**src/rtl/signal_conflict_monitor.sv**
```systemverilog
// Traffic-lamp supervisor: watches both road lamps and the country-road sensor,
// latches the first safety fault with its cycle stamp and requests all-red.
module signal_conflict_monitor #(
   parameter int Y2RDELAY = 3,
   parameter int R2GDELAY = 2,
   parameter int MAX_WAIT = 20
) (
   input  logic        CLOCK,
   input  logic        CLEAR_N,
   input  logic [1:0]  MAIN_SIG,
   input  logic [1:0]  CNTRY_SIG,
   input  logic        CAR_ON_CNTRY_RD,
   input  logic        FAULT_ACK,
   output logic        FAULT,
   output logic [2:0]  FAULT_CODE,
   output logic [15:0] FAULT_TIME,
   output logic        FORCE_RED
);

   localparam int YW = $clog2(Y2RDELAY + 1);
   localparam int CW = $clog2(R2GDELAY + 1);
   localparam int SW = $clog2(MAX_WAIT + 1);
   localparam logic [YW-1:0] Y_SAT = YW'(Y2RDELAY);
   localparam logic [CW-1:0] C_SAT = CW'(R2GDELAY);
   localparam logic [SW-1:0] S_SAT = SW'(MAX_WAIT);

   localparam logic [1:0] LAMP_RED    = 2'd0;
   localparam logic [1:0] LAMP_YELLOW = 2'd1;
   localparam logic [1:0] LAMP_GREEN  = 2'd2;
   localparam logic [1:0] LAMP_BAD    = 2'd3;

   localparam logic [2:0] CODE_NONE    = 3'd0;
   localparam logic [2:0] CODE_ILLEGAL = 3'd1;
   localparam logic [2:0] CODE_CONFL   = 3'd2;
   localparam logic [2:0] CODE_SEQ     = 3'd3;
   localparam logic [2:0] CODE_SHORT_Y = 3'd4;
   localparam logic [2:0] CODE_SHORT_C = 3'd5;
   localparam logic [2:0] CODE_STARVE  = 3'd6;

   function automatic logic bad_step(input logic [1:0] prev, input logic [1:0] cur);
      return ((prev == LAMP_GREEN)  && (cur == LAMP_RED))    ||
             ((prev == LAMP_YELLOW) && (cur == LAMP_GREEN))  ||
             ((prev == LAMP_RED)    && (cur == LAMP_YELLOW));
   endfunction

   logic [15:0]   cyc_r;
   logic [1:0]    main_prev_r, cntry_prev_r;
   logic          primed_r;
   logic [YW-1:0] main_yel_r, cntry_yel_r, main_yel_s, cntry_yel_s;
   logic [CW-1:0] clr_r, clr_s;
   logic [SW-1:0] starve_r, starve_s;
   logic          fault_r, fault_s;
   logic [2:0]    code_r, code_s, det_s;
   logic [15:0]   time_r, time_s;
   logic          ill_s, conf_s, seq_s, short_y_s, short_c_s, starve_hit_s;

   // Run counters: each saturates at its threshold and restarts when its condition breaks.
   always_comb begin
      main_yel_s  = {YW{1'b0}};
      cntry_yel_s = {YW{1'b0}};
      clr_s       = {CW{1'b0}};
      starve_s    = {SW{1'b0}};
      if (MAIN_SIG == LAMP_YELLOW) begin
         main_yel_s = (main_yel_r == Y_SAT) ? main_yel_r : main_yel_r + YW'(1);
      end else begin
         main_yel_s = {YW{1'b0}};
      end
      if (CNTRY_SIG == LAMP_YELLOW) begin
         cntry_yel_s = (cntry_yel_r == Y_SAT) ? cntry_yel_r : cntry_yel_r + YW'(1);
      end else begin
         cntry_yel_s = {YW{1'b0}};
      end
      if ((MAIN_SIG == LAMP_RED) && (CNTRY_SIG == LAMP_RED)) begin
         clr_s = (clr_r == C_SAT) ? clr_r : clr_r + CW'(1);
      end else begin
         clr_s = {CW{1'b0}};
      end
      if (CAR_ON_CNTRY_RD && (CNTRY_SIG != LAMP_GREEN)) begin
         starve_s = (starve_r == S_SAT) ? starve_r : starve_r + SW'(1);
      end else begin
         starve_s = {SW{1'b0}};
      end
   end

   // Fault detection; history-based checks need a primed previous sample.
   always_comb begin
      ill_s        = (MAIN_SIG == LAMP_BAD) || (CNTRY_SIG == LAMP_BAD);
      conf_s       = (MAIN_SIG != LAMP_RED) && (CNTRY_SIG != LAMP_RED);
      seq_s        = primed_r && (bad_step(main_prev_r, MAIN_SIG) || bad_step(cntry_prev_r, CNTRY_SIG));
      short_y_s    = primed_r &&
                     (((main_prev_r == LAMP_YELLOW) && (MAIN_SIG == LAMP_RED) && (main_yel_r < Y_SAT)) ||
                      ((cntry_prev_r == LAMP_YELLOW) && (CNTRY_SIG == LAMP_RED) && (cntry_yel_r < Y_SAT)));
      short_c_s    = primed_r && (clr_r < C_SAT) &&
                     (((main_prev_r == LAMP_RED) && (MAIN_SIG == LAMP_GREEN)) ||
                      ((cntry_prev_r == LAMP_RED) && (CNTRY_SIG == LAMP_GREEN)));
      starve_hit_s = (starve_s == S_SAT);
      if (ill_s) begin
         det_s = CODE_ILLEGAL;
      end else if (conf_s) begin
         det_s = CODE_CONFL;
      end else if (seq_s) begin
         det_s = CODE_SEQ;
      end else if (short_y_s) begin
         det_s = CODE_SHORT_Y;
      end else if (short_c_s) begin
         det_s = CODE_SHORT_C;
      end else if (starve_hit_s) begin
         det_s = CODE_STARVE;
      end else begin
         det_s = CODE_NONE;
      end
   end

   // Fault latch: a new fault loads when idle or when it coincides with an acknowledge.
   always_comb begin
      fault_s = fault_r;
      code_s  = code_r;
      time_s  = time_r;
      if ((det_s != CODE_NONE) && (!fault_r || FAULT_ACK)) begin
         fault_s = 1'b1;
         code_s  = det_s;
         time_s  = cyc_r;
      end else if ((det_s == CODE_NONE) && fault_r && FAULT_ACK) begin
         fault_s = 1'b0;
         code_s  = CODE_NONE;
      end else begin
         fault_s = fault_r;
      end
   end

   // State registers.
   always_ff @(posedge CLOCK or negedge CLEAR_N) begin
      if (!CLEAR_N) begin
         cyc_r        <= 16'd0;
         main_prev_r  <= LAMP_RED;
         cntry_prev_r <= LAMP_RED;
         primed_r     <= 1'b0;
         main_yel_r   <= {YW{1'b0}};
         cntry_yel_r  <= {YW{1'b0}};
         clr_r        <= {CW{1'b0}};
         starve_r     <= {SW{1'b0}};
         fault_r      <= 1'b0;
         code_r       <= CODE_NONE;
         time_r       <= 16'd0;
      end else begin
         cyc_r        <= cyc_r + 16'd1;
         main_prev_r  <= MAIN_SIG;
         cntry_prev_r <= CNTRY_SIG;
         primed_r     <= 1'b1;
         main_yel_r   <= main_yel_s;
         cntry_yel_r  <= cntry_yel_s;
         clr_r        <= clr_s;
         starve_r     <= starve_s;
         fault_r      <= fault_s;
         code_r       <= code_s;
         time_r       <= time_s;
      end
   end

   assign FAULT      = fault_r;
   assign FORCE_RED  = fault_r;
   assign FAULT_CODE = code_r;
   assign FAULT_TIME = time_r;

endmodule

```
**config.mk**
```make
export PLATFORM = sky130hd
export DESIGN_NAME = signal_conflict_monitor
export DESIGN_NICKNAME = d
export VERILOG_FILES = /design/src/rtl/signal_conflict_monitor.sv
export SDC_FILE = /design/constraint.sdc
export NUM_CORES = 1
export LEC_CHECK = 0
export ABC_AREA = 1
export CORE_UTILIZATION = 50
export CTS_BUF_LIST = sky130_fd_sc_hd__clkbuf_16
export CTS_CLUSTER_SIZE = 14
export DETAILED_ROUTE_END_ITERATION = 7
export PLACE_DENSITY_LB_ADDON = 0.1
export SYNTH_ARGS = -nofsm -noshare
export SYNTH_HDL_FRONTEND = slang
export SYNTH_SLANG_ARGS = --single-unit
export TNS_END_PERCENT = 50
```
**constraint.sdc**
```tcl
create_clock -name CLOCK -period 1.9 [get_ports CLOCK]
set_clock_uncertainty 0.05 [all_clocks]
set_input_delay 0.38 -clock CLOCK [delete_from_list [all_inputs] [get_ports CLOCK]]
set_output_delay 0.38 -clock CLOCK [all_outputs]
set_load 0.05 [all_outputs]
```
==> summary.md <==
| Metric | Value |
|---|---|
| Max-slew headroom at the worst pin | 64.98% |
| Number of diodes | 0 |
| Post-synthesis cell count | 280 |
| Maximum buffer depth of the clock tree | 2 |
| Worst hold path type | in -> async |
| Syn_area_per_cell | 9.035 um^2 |
| First-pass GRT wire length | 8314 um |
| Max-cap violation count | 0 |
| Clock latency on the worst-skew pair | 0.29 ns |
| R2R Path Start | starve_r[0] |
| Fraction of layout cells with a size suffix above 1 | 40.85% |
| Areal power density over the cells | 754.2 mW/mm^2 |
| Hold Slack | 0.01499 ns |
| Nets in the synthesized netlist | 294 |
| Unique cell type count in the Yosys netlist | 26 |
| Synth-to-layout area growth | 39.66% |
| Die footprint | 0.005348 mm^2 |
| Register share of total power | 44.9% |
| Number of buffer cells added on primary ports | 28 |
| Post-synthesis adder-cell area fraction | 2.967% |
| Start point of the critical path | starve_r[0] |
| Number of antenna violations at the first check in global routing | 0 |
| Result of the run | finished, violations left |
| Violations in the final reports | setup timing |
| Initial DRT Pass Iterations | 4 |
| Data arrival at the endpoint of the critical path | 2.11 ns |
| Startpoint kind of the worst setup timing path | flop |
| Drt drc | 0 |
| # hold bufs at CTS | 0 |
| Max-slew violation count | 0 |
| Required time at the worst-slack endpoint | ~2 ns |
| Combinational family with the most area after synthesis | simple AND/OR/NAND/NOR gates |
| Crit share post-route | 104.6% |
| Number of rows created at floorplan | 25 |
| Overall fraction of global-route tracks in use | roughly a fifth |
| Final wirelength | ~5000 um |
| Starting DRT DRC Count | 96 |
| Endpoints failing setup | 20 |
| Maximum ir drop on the vdd rail | 433.4 uV |
| Die height | 73.13 um |
| Clk Tree Root Cell | sky130_fd_sc_hd__clkbuf_16 |
| Routability Congestion | 0.7641 |
| Worst setup path endpoint | FAULT_CODE[0] |
| Part of the Yosys area used for sequential elements | between 50% and 60% |
| Clock group share of total power | between 30% and 40% |
| Parity-gate share of the synthesized area counting xor and xnor cells | 5.885% |
| Largest net degree at the start of global routing | 32 |
| Hold Fails Final Rpt | 0 |
| Highest net fanout along the worst path | 8 |
| Horiz. Die Dim | 73.13 um |
| Area of combinational cells with multiple inputs | 0.001211 mm^2 |
| Combinational cell fraction of total power | 22.3% |
| TritonCTS clock tree | done |
| HPWL Detailed | 3311 um |
| Critical setup path kind | reg -> reg |
| Synthesized-area fraction occupied by ao, oa, aoi and oai cells | 5.687% |
| Final cell count without fillers | about 420 |
| Post-Synthesis Cell Area | 0.002530 mm^2 |
| Cell Int Power | 1.880 mW |
| Total of warnings raised by yosys | 0 |
| Register-to-register path setup slack | -0.09 ns |
| Number of placed instances, taps included | 400 |
| Total net switching power | 784.7 uW |
| Count of cells along the worst register-to-register path | 16 |
| Routed length on met3 | 151 um |
| Reg-to-Reg End | FAULT_CODE[0] |
| Initial core utilization | approximately 53% |
| Category of the worst setup path capture point | flop |
| DRT antenna net count | 0 |
| Synth Area in Simple Gates | 25.87% |
| Top-level port count | 29 |
| Via count | 1989 |
| Number of global-route vias before repair | 1932 |
| Metal2 WL | approximately 2300 um |
| Number of nets in the layout | about 370 |
| Number of filler instances in the final layout | 364 |
| Inserted Clock Buffers | 5 |
| Least-Margin Pin Slew | 0.5253 ns |
| Via density per instance | about 4.7 |
| Switching power as a share of total power | 29.45% |
| Core area | around 0.0048 mm^2 |
| Static Leakage | 1.849 nW |
| Final worst-path setup slack | -0.08693 ns |
| Clock slew at reported path FFs | 0.06 ns |
| Unrepaired setup endpoints after global routing | true |
| DR top layer | met4 |
| Count of state elements after synthesis | 52 |
| Length of routed wiring on met1 | about 2400 um |
| Clk sinks | 52 |
| Achievable clock frequency | roughly 500 MHz |
| # H-tree levels | 2 |
| Aggregate global routing overflow | 0 |
| Mux contribution to synthesized area | 0% |
| Post-route minimum period | ~2.0 ns |
| Sequential Area | 0.001304 mm^2 |
| Routed len/inst | ~12 um |
## placed cells by master, fill, tap and decap left out, types with 7 or more instances in the layout
master	instances
sky130_fd_sc_hd__nand2_1	50
sky130_fd_sc_hd__nor2_1	23
sky130_fd_sc_hd__nand2_4	9
sky130_fd_sc_hd__dfrtp_1	50
sky130_fd_sc_hd__inv_1	34
sky130_fd_sc_hd__nand3_2	10
sky130_fd_sc_hd__xor2_1	17
sky130_fd_sc_hd__nand2_2	17
sky130_fd_sc_hd__buf_4	55
sky130_fd_sc_hd__nand3_1	15
sky130_fd_sc_hd__inv_2	7
sky130_fd_sc_hd__o21ai_2	12
## power by group through the flow
stage / Sequential (mW) / Combinational (mW) / Clock, mW
floorplan: 1.32 / 0.189 / 0
global placement: 1.21 / 0.473 / 0
detailed placement: 1.21 / 0.478 / 0
CTS: 1.19 / 0.572 / 0.904
global route: 1.20 / 0.636 / 0.936
finish: 1.20 / 0.594 / 0.875
## cells in the mapped netlist, drive strengths merged
library cell,number,area (um^2)
nand3,26,142.6
nor4,1,6.260
nor3,6,40.04
ha,6,75.07
nand4,2,12.51
nand2,77,331.6
dfrtp,52,1301
a21oi,6,33.78
buf,4,48.80
xor2,17,148.9
conb,1,3.750
inv,41,153.9
nand3b,1,7.510
o21ai,13,110.1
nor2,27,113.9
## kinds of logic after synthesis
kind of cell / count (synthesis)
fa+ha+maj: 6
flops: 52
other cells: 1
compound gates: 19
xor+xnor: 17
simple gates: 140
buf+inv: 45
## state kept, by name (all words and copies together), names as in the netlist
register and count:
FAULT_CODE 3, FAULT_TIME 16, cntry_yel_r 2, FAULT 1
main_yel_r 2, primed_r 1, main_prev_r 2, cyc_r 16
cntry_prev_r 2, clr_r 2, starve_r 5
## what timing repair did
item	in CTS	in global routing
gates cloned	2	0
setup endpoints to repair	20	22
buffers inserted	11	1
pin swaps	18	13
gates resized for setup	37	22
## stage by stage
step / power, mW / utilization [%] / setup slack (ns) / setup TNS, ns / instance area (um^2)
final: 2.665 / 73.83 / -0.08693 / -1.238 / 3533
after global routing: 2.773 / 73.83 / -0.1815 / -3.123 / 3533
after CTS: 2.671 / 71.95 / -0.04041 / -0.5824 / 3443
after detailed placement: 1.688 / 63.58 / -0.4631 / -8.757 / 3043
after global placement: 1.682 / 63.58 / -0.4293 / -8.138 / 3043
after floorplan: 1.511 / - / 0.07223 / 0 / 2530
## worst max-delay path, cell delays in order, from the launching register on
cell and delay [ns]:
sky130_fd_sc_hd__dfrtp_2 0.45, sky130_fd_sc_hd__inv_2 0.10, sky130_fd_sc_hd__ha_4 0.14, sky130_fd_sc_hd__nand2_4 0.05
sky130_fd_sc_hd__inv_4 0.06, sky130_fd_sc_hd__nand2_4 0.05, sky130_fd_sc_hd__nand2_2 0.07, sky130_fd_sc_hd__nand3_2 0.08
sky130_fd_sc_hd__nor2_4 0.13, sky130_fd_sc_hd__nand2_2 0.06, sky130_fd_sc_hd__nand2_2 0.08, sky130_fd_sc_hd__nand2_2 0.06
sky130_fd_sc_hd__nand3_4 0.11, sky130_fd_sc_hd__nand2_8 0.11, sky130_fd_sc_hd__buf_12 0.16, sky130_fd_sc_hd__nand3_2 0.06
sky130_fd_sc_hd__nand2_1 0.06
## area by class of cell
type	count	share of cell area (%)
inverter	41	4.426
timing repair buffer	71	17.92
tap	67	2.373
multi-input combinational	183	34.28
clock inverter	3	0.5666
sequential	52	36.90
clock buffer	5	3.541
## routing by layer
metal | global-route usage, % | vias up
li1 | - | 1016
met1 | 27.98 | 929
met2 | 31.58 | 36
met3 | 4.696 | 8
met4 | 8.061 | 0
met5 | 0 | -
## worst min-delay path by stage
stage	start	endpoint	slack, ns	depth (start not counted)
finish	CLEAR_N	starve_r[2]	0.01	1
global route	CLEAR_N	starve_r[2]	0.06	1
CTS	CLEAR_N	main_yel_r[0]	0.03	1
detailed placement	CLEAR_N	starve_r[2]	0.34	1
global placement	CLEAR_N	starve_r[2]	0.33	1
floorplan	CLEAR_N	FAULT	0.03	0
Power figures use the tool's default switching activity.
